--- config.mk ---
export PLATFORM = sky130hd
export DESIGN_NAME = calc_core_hex
export DESIGN_NICKNAME = d
export VERILOG_FILES = /design/src/rtl/calc_pkg.sv /design/src/rtl/btn_debounce.sv /design/src/rtl/calc_core_hex.sv
export SDC_FILE = /design/constraint.sdc
export NUM_CORES = 1
export LEC_CHECK = 0
export BUFFER_PORTS_ARGS = -buffer_cell sky130_fd_sc_hd__buf_2
export CORE_ASPECT_RATIO = 1.75
export CORE_MARGIN = 3
export CORE_UTILIZATION = 59
export CTS_CLUSTER_SIZE = 12
export DETAILED_ROUTE_END_ITERATION = 10
export PLACE_DENSITY_LB_ADDON = 0.08
export SYNTH_ARGS = -nofsm -noshare
export SYNTH_HDL_FRONTEND = slang
export SYNTH_SLANG_ARGS = --single-unit
--- constraint.sdc ---
create_clock -name clk -period 2.3 [get_ports clk]
set_input_delay 0.46 -clock clk [delete_from_list [all_inputs] [get_ports clk]]
set_output_delay 0.46 -clock clk [all_outputs]
set_load 0.005 [all_outputs]
--- src/rtl/calc_pkg.sv ---
// Shared opcodes, FSM state encoding and constants for the calculator stage.
// Pure declarations: no latency, no flow control.
package calc_pkg;

    localparam logic [1:0] OP_ADD = 2'b00;
    localparam logic [1:0] OP_SUB = 2'b01;
    localparam logic [1:0] OP_MUL = 2'b10;
    localparam logic [1:0] OP_DIV = 2'b11;

    typedef enum logic [1:0] {
        S_IDLE = 2'b00,
        S_LOAD = 2'b01,
        S_CALC = 2'b10,
        S_DONE = 2'b11
    } state_t;

    localparam logic [31:0] DIV0_RESULT = 32'hFFFF_FFFF;

endpackage

--- src/rtl/btn_debounce.sv ---
// Button conditioner: 2-flop synchroniser, stable-level debouncer, rising-edge pulse.
// Latency: 2 sync cycles + DB_CYCLES stable samples; no backpressure (pulse is fire-and-forget).
module btn_debounce #(
    parameter int DB_CYCLES = 1_000_000
) (
    input  logic clk,
    input  logic rst_n,
    input  logic btn_raw,
    output logic rise_pulse
);

    localparam int CNT_W = $clog2(DB_CYCLES + 1);
    localparam logic [CNT_W-1:0] CNT_LAST = CNT_W'(DB_CYCLES - 1);

    logic             sync1;
    logic             sync2;
    logic             db_level;
    logic [CNT_W-1:0] cnt;

    // cnt counts consecutive samples that disagree with the accepted level;
    // any agreeing sample restarts the run.
    always_ff @(posedge clk or negedge rst_n) begin
        if (!rst_n) begin
            sync1      <= 1'b0;
            sync2      <= 1'b0;
            db_level   <= 1'b0;
            cnt        <= '0;
            rise_pulse <= 1'b0;
        end else begin
            sync1      <= btn_raw;
            sync2      <= sync1;
            rise_pulse <= 1'b0;
            if (sync2 == db_level) begin
                cnt <= '0;
            end else if (cnt == CNT_LAST) begin
                db_level   <= sync2;
                rise_pulse <= sync2;
                cnt        <= '0;
            end else begin
                cnt <= cnt + 1'b1;
            end
        end
    end

endmodule

--- src/rtl/calc_core_hex.sv ---
// One add/sub/mul/div per debounced press; mul/div share one iterative shift register.
// Latency from start pulse: add/sub 3 cycles, mul/div 2+DATA_W; presses while busy are dropped.
// Divider present only when CALC_DIV_EN is defined; otherwise op 11 reports err with result 0.
module calc_core_hex
    import calc_pkg::*;
#(
    parameter int DATA_W    = 8,
    parameter int DB_CYCLES = 1_000_000
) (
    input  logic              clk,
    input  logic              rst_n,
    input  logic              btn_raw,
    input  logic [DATA_W-1:0] sw_a,
    input  logic [DATA_W-1:0] sw_b,
    input  logic [1:0]        sw_op,
    output logic [31:0]       cal_result,
    output logic              done,
    output logic              busy,
    output logic              err
);

    localparam int CNT_W = $clog2(DATA_W);
    localparam logic [CNT_W-1:0] CNT_LAST = CNT_W'(DATA_W - 1);

    state_t                state_q;
    state_t                state_d;
    logic                  start_pulse;
    logic [DATA_W-1:0]     a_q;
    logic [DATA_W-1:0]     b_q;
    logic [1:0]            op_q;
    logic [CNT_W-1:0]      cnt;
    logic [2*DATA_W-1:0]   acc;
    logic [2*DATA_W-1:0]   acc_nxt;
    logic [DATA_W:0]       mul_sum;
    logic [DATA_W:0]       add_sum;
    logic [DATA_W:0]       sub_diff;
    logic [31:0]           res_nxt;
    logic                  err_nxt;
    logic                  multi_op;
    logic                  calc_last;
`ifdef CALC_DIV_EN
    logic [DATA_W:0]       div_tmp;
    logic [DATA_W:0]       div_diff;
`endif

    btn_debounce #(.DB_CYCLES(DB_CYCLES)) u_btn (
        .clk        (clk),
        .rst_n      (rst_n),
        .btn_raw    (btn_raw),
        .rise_pulse (start_pulse)
    );

`ifdef CALC_DIV_EN
    assign multi_op = (op_q == OP_MUL) || (op_q == OP_DIV);
`else
    assign multi_op = (op_q == OP_MUL);
`endif
    assign calc_last = !multi_op || (cnt == CNT_LAST);
    assign add_sum   = {1'b0, a_q} + {1'b0, b_q};
    assign sub_diff  = {1'b0, a_q} - {1'b0, b_q};

    // Mul: acc = {partial, multiplier}, shifted right each step.
    // Div: acc = {remainder, dividend/quotient}, shifted left each step.
    always_comb begin
        acc_nxt = acc;
        mul_sum = '0;
`ifdef CALC_DIV_EN
        div_tmp  = {acc[2*DATA_W-1:DATA_W], acc[DATA_W-1]};
        div_diff = div_tmp - {1'b0, b_q};
`endif
        case (op_q)
            OP_MUL: begin
                mul_sum = {1'b0, acc[2*DATA_W-1:DATA_W]} + (acc[0] ? {1'b0, a_q} : '0);
                acc_nxt = {mul_sum, acc[DATA_W-1:1]};
            end
`ifdef CALC_DIV_EN
            OP_DIV: begin
                if (div_tmp >= {1'b0, b_q})
                    acc_nxt = {div_diff[DATA_W-1:0], acc[DATA_W-2:0], 1'b1};
                else
                    acc_nxt = {div_tmp[DATA_W-1:0], acc[DATA_W-2:0], 1'b0};
            end
`endif
            default: ;
        endcase
    end

    always_comb begin
        res_nxt = '0;
        err_nxt = 1'b0;
        case (op_q)
            OP_ADD: res_nxt = 32'(add_sum);
            OP_SUB: res_nxt = {{(31-DATA_W){sub_diff[DATA_W]}}, sub_diff};
            OP_MUL: res_nxt = 32'(acc_nxt);
            default: begin
`ifdef CALC_DIV_EN
                if (b_q == '0) begin
                    res_nxt = DIV0_RESULT;
                    err_nxt = 1'b1;
                end else begin
                    res_nxt = (32'(acc_nxt[2*DATA_W-1:DATA_W]) << 16) | 32'(acc_nxt[DATA_W-1:0]);
                end
`else
                err_nxt = 1'b1;
`endif
            end
        endcase
    end

    always_comb begin
        state_d = state_q;
        case (state_q)
            S_IDLE:  if (start_pulse) state_d = S_LOAD;
            S_LOAD:  state_d = S_CALC;
            S_CALC:  if (calc_last) state_d = S_DONE;
            S_DONE:  state_d = S_IDLE;
            default: state_d = S_IDLE;
        endcase
    end

    always_ff @(posedge clk or negedge rst_n) begin
        if (!rst_n) state_q <= S_IDLE;
        else        state_q <= state_d;
    end

    always_ff @(posedge clk or negedge rst_n) begin
        if (!rst_n) begin
            a_q        <= '0;
            b_q        <= '0;
            op_q       <= OP_ADD;
            cnt        <= '0;
            acc        <= '0;
            cal_result <= '0;
            err        <= 1'b0;
        end else begin
            case (state_q)
                S_LOAD: begin
                    a_q  <= sw_a;
                    b_q  <= sw_b;
                    op_q <= sw_op;
                    cnt  <= '0;
                    err  <= 1'b0;
                    acc  <= (sw_op == OP_MUL) ? {{DATA_W{1'b0}}, sw_b} : {{DATA_W{1'b0}}, sw_a};
                end
                S_CALC: begin
                    acc <= acc_nxt;
                    cnt <= cnt + 1'b1;
                    // Result lands on the edge into DONE so it and done appear together.
                    if (calc_last) begin
                        cal_result <= res_nxt;
                        if (err_nxt) err <= 1'b1;
                    end
                end
                default: ;
            endcase
        end
    end

    assign busy = (state_q == S_LOAD) || (state_q == S_CALC);
    assign done = (state_q == S_DONE);

endmodule
==> impl_metrics.py <==
metrics = {
    "critical_path": {
        "worst_ep_arrival_time_ns": 2.40,
        "r2r_start": "acc[0]",
        "r2r_end": "acc[15]",
        "required_ns": 2.49,
        "critPathMaxFanout": 5,
        "rrSetupSlack_ns": 0.09,
        "crit_type": "reg -> reg",
        "r2r_cells": 8,
        "cp-end-kind": "flip-flop",
        "cp-start-kind": "flip-flop",
    },
    "global_routing": {
        "first_global_vias": 4413,
        "grtUsageTotal_pct": 30.89,
        "grt_max_degree": 34,
        "grt_pass1_wl_um": 22270,
        "antenna_found_initial": 0,
        "gr-total-overflow": 0,
    },
    "clocking": {
        "cts-htree-levels": 3,
        "clk_path_buf_depth": 2,
        "cts_tree": "done",
        "cts_made_buffers": 9,
        "cts_root_buffer": "clkbuf_16",
        "clock_latency_ns": 0.34,
        "cts_sinks": 81,
        "clk_pin_slew_ns": 0.06,
        "ctsHoldBuffers": 0,
    },
    "sta": {
        "fin_crit_ns": 2.210,
        "skew_ns": 0.007515,
        "hold_viol": 0,
        "max_slew_margin_pct": 60.75,
        "maxSlewViolCount": 0,
        "fin_setup_tns_ns": 0,
        "worst_slew_pin_slew_ns": 0.5888,
        "setup-violations-final": 0,
        "max_freq_mhz": 452.5,
        "min_period_over_period_pct": 96.08,
        "whs_ns": 0.07640,
    },
    "yosys": {
        "synth_nets": 597,
        "synth_compound_area_share_pct": 17.88,
        "avgSynthCellArea_um2": 9.311,
        "yosysMostFrequentCell": "dfrtp_1",
        "ys_async_sr_fraction_pct": 100.0,
        "ys_ff_latch": 81,
        "synth_top_family_by_area": "compound AO/OA/AOI/OAI gates",
        "yosys.area_share.simple_pct": 16.77,
        "synthFlopType": "dfrtp_1",
        "synth-seq-area-share_pct": 40.24,
        "yosys.area_share.adder_pct": 9.141,
        "synth_top_area_share_pct": 40.24,
        "synth_commonest_cells": "dfrtp_1, nand2_1, nor2_1, ha_1, o21ai_0",
        "synthMuxAreaShare_pct": 4.769,
        "ys_warn_count": 0,
        "synthCells": 541,
        "synth-xor-area-share_pct": 3.999,
        "synth_area_um2": 5037,
        "synth_top_area_cell": "dfrtp_1",
        "yosys-top-cells-area": "dfrtp_1, ha_1, mux2_2, nand2_1, o21ai_0",
        "synth_edf_count": 0,
        "ys_types": 66,
    },
    "floorplanning": {
        "fp.coreArea_um2": 8313,
        "rows": 44,
        "die_h_um": 128.2,
        "die_w_um": 75.85,
        "die-area_um2": 9727,
        "start_util_pct": 60.60,
        "io_pins": 56,
    },
    "route": {
        "viasPerCell": 5.979,
        "dr.pass1.iters": 5,
        "wirelength_um": 13910,
        "post-route-drc-count": 0,
        "wl_per_cell_um": 19.16,
        "drtAntennaViolNets": 0,
        "initialDrtViolationCount": 226,
        "num_vias": 4341,
    },
    "hold_path": {
        "hold_path_class": "in -> async",
    },
    "final_layout": {
        "nNetsFinal": 662,
        "areaGrowthSynthToFinish_pct": 16.87,
        "layout-drive-gt1-share_pct": 23.40,
        "antenna_cells": 0,
    },
    "placed_design": {
        "io_buffers": 55,
        "dpl.hpwl_um": 10970,
        "routabilityCongestion": 0.9818,
    },
    "power": {
        "vdd_ir_drop_max_uv": 467.9,
        "p_per_area_nw_per_um2": 509.1,
        "power_mw": 2.997,
        "leakage_nw": 2.811,
    },
    "run_status": {
        "status": "complete, no violations",
    },
    "flow_run": {
        "cap_violations": 0,
    },
}
-- cell usage in the layout (no fill, tap or decap), types with 16 or more instances in the layout --
cell type / instances
dfrtp_1: 80
buf_2: 54
nand2_1: 48
nor2_1: 40
buf_4: 38
o21ai_0: 31
ha_1: 31
inv_1: 30
a21oi_1: 30
nand3_1: 21
xor2_1: 17
mux2_2: 16
-- timing repair --
action,in CTS,in global routing
resized for setup,3,12
setup buffers,0,0
setup endpoints to repair,3,10
pin swaps,0,1
-- cells by family (layout without fill, tap and decap cells) --
group                    Yosys count  count (layout)
AO/OA/AOI/OAI                    138             138
XOR/XNOR                          23              23
adder cells (fa/ha/maj)           35              35
buffers and inverters             72             142
flip-flops                        81              81
multiplexers                      22              22
AND/OR/NAND/NOR                  170             170
-- worst max path at each step --
| stage | start | to | slack, ns | cells after the start |
|---|---|---|---|---|
| 6_report | acc[0] | acc[15] | 0.09 | 8 |
| 5_1_grt | acc[0] | acc[11] | -0.01 | 9 |
| 4_1_cts | b_q[0] | cal_result[8] | 0.04 | 8 |
| 2_1_floorplan | acc[0] | acc[15] | 0.19 | 8 |
| 3_3_place_gp | a_q[1] | cal_result[8] | -0.05 | 7 |
| 3_5_place_dp | a_q[1] | cal_result[8] | -0.03 | 7 |
-- metrics by stage --
step	utilization [%]	instances	area (µm²)	worst slack (ns)
detailed placement	66.57	710	5534	-0.02974
finish	70.82	726	5887	0.09020
CTS	70.38	726	5851	0.03705
global placement	66.57	710	5534	-0.04958
floorplan	-	541	5037	0.1862
global route	70.82	726	5887	-0.01253
-- worst max-delay path: stages (launching register included) --
cell and delay, ns:
dfrtp_1 0.41, and2_1 0.17, ha_1 0.24, fa_2 0.37
a211oi_2 0.24, o21a_1 0.19, nor2_1 0.05, nor3_1 0.20
o311ai_0 0.19
-- cell type report --
class | instances | area [µm²]
repair buffers | 94 | 595.6
well taps | 115 | 143.9
multi-input cells | 388 | 2694
inverters | 32 | 120.1
flip-flops and latches | 81 | 2028
fillers | 664 | 2426
clock inverters | 5 | 62.56
clock buffers | 11 | 242.7
-- where the power goes --
| group | internal [mW] | total, mW | switching [mW] | leakage [nW] |
|---|---|---|---|---|
| clock | 0.878 | 1.46 | 0.583 | 0.143 |
| combinational | 0.0380 | 0.0995 | 0.0615 | 1.61 |
| sequential | 1.43 | 1.44 | 0.00596 | 1.06 |
-- flip-flops by register name (all words and copies together) (netlist names) --
name,cells
b_q,8
a_q,8
acc,16
err,1
u_btn.db_level,1
cal_result,17
op_q,2
u_btn.sync2,1
u_btn.sync1,1
state_q,2
cnt,3
u_btn.cnt,20
u_btn.rise_pulse,1
-- per-layer routing --
layer / track usage [%] / up-vias / share of wire, % / wire length, µm
li1: - / 2054 / - / -
met4: 17.61 / 0 / 5.7 / 787
met1: 34.36 / 2104 / 37 / 5094
met5: 0 / - / 0 / 0
met2: 53.48 / 138 / 54 / 7529
met3: 4.710 / 45 / 3.6 / 500
No activity file was read; power rests on OpenSTA's default activity.
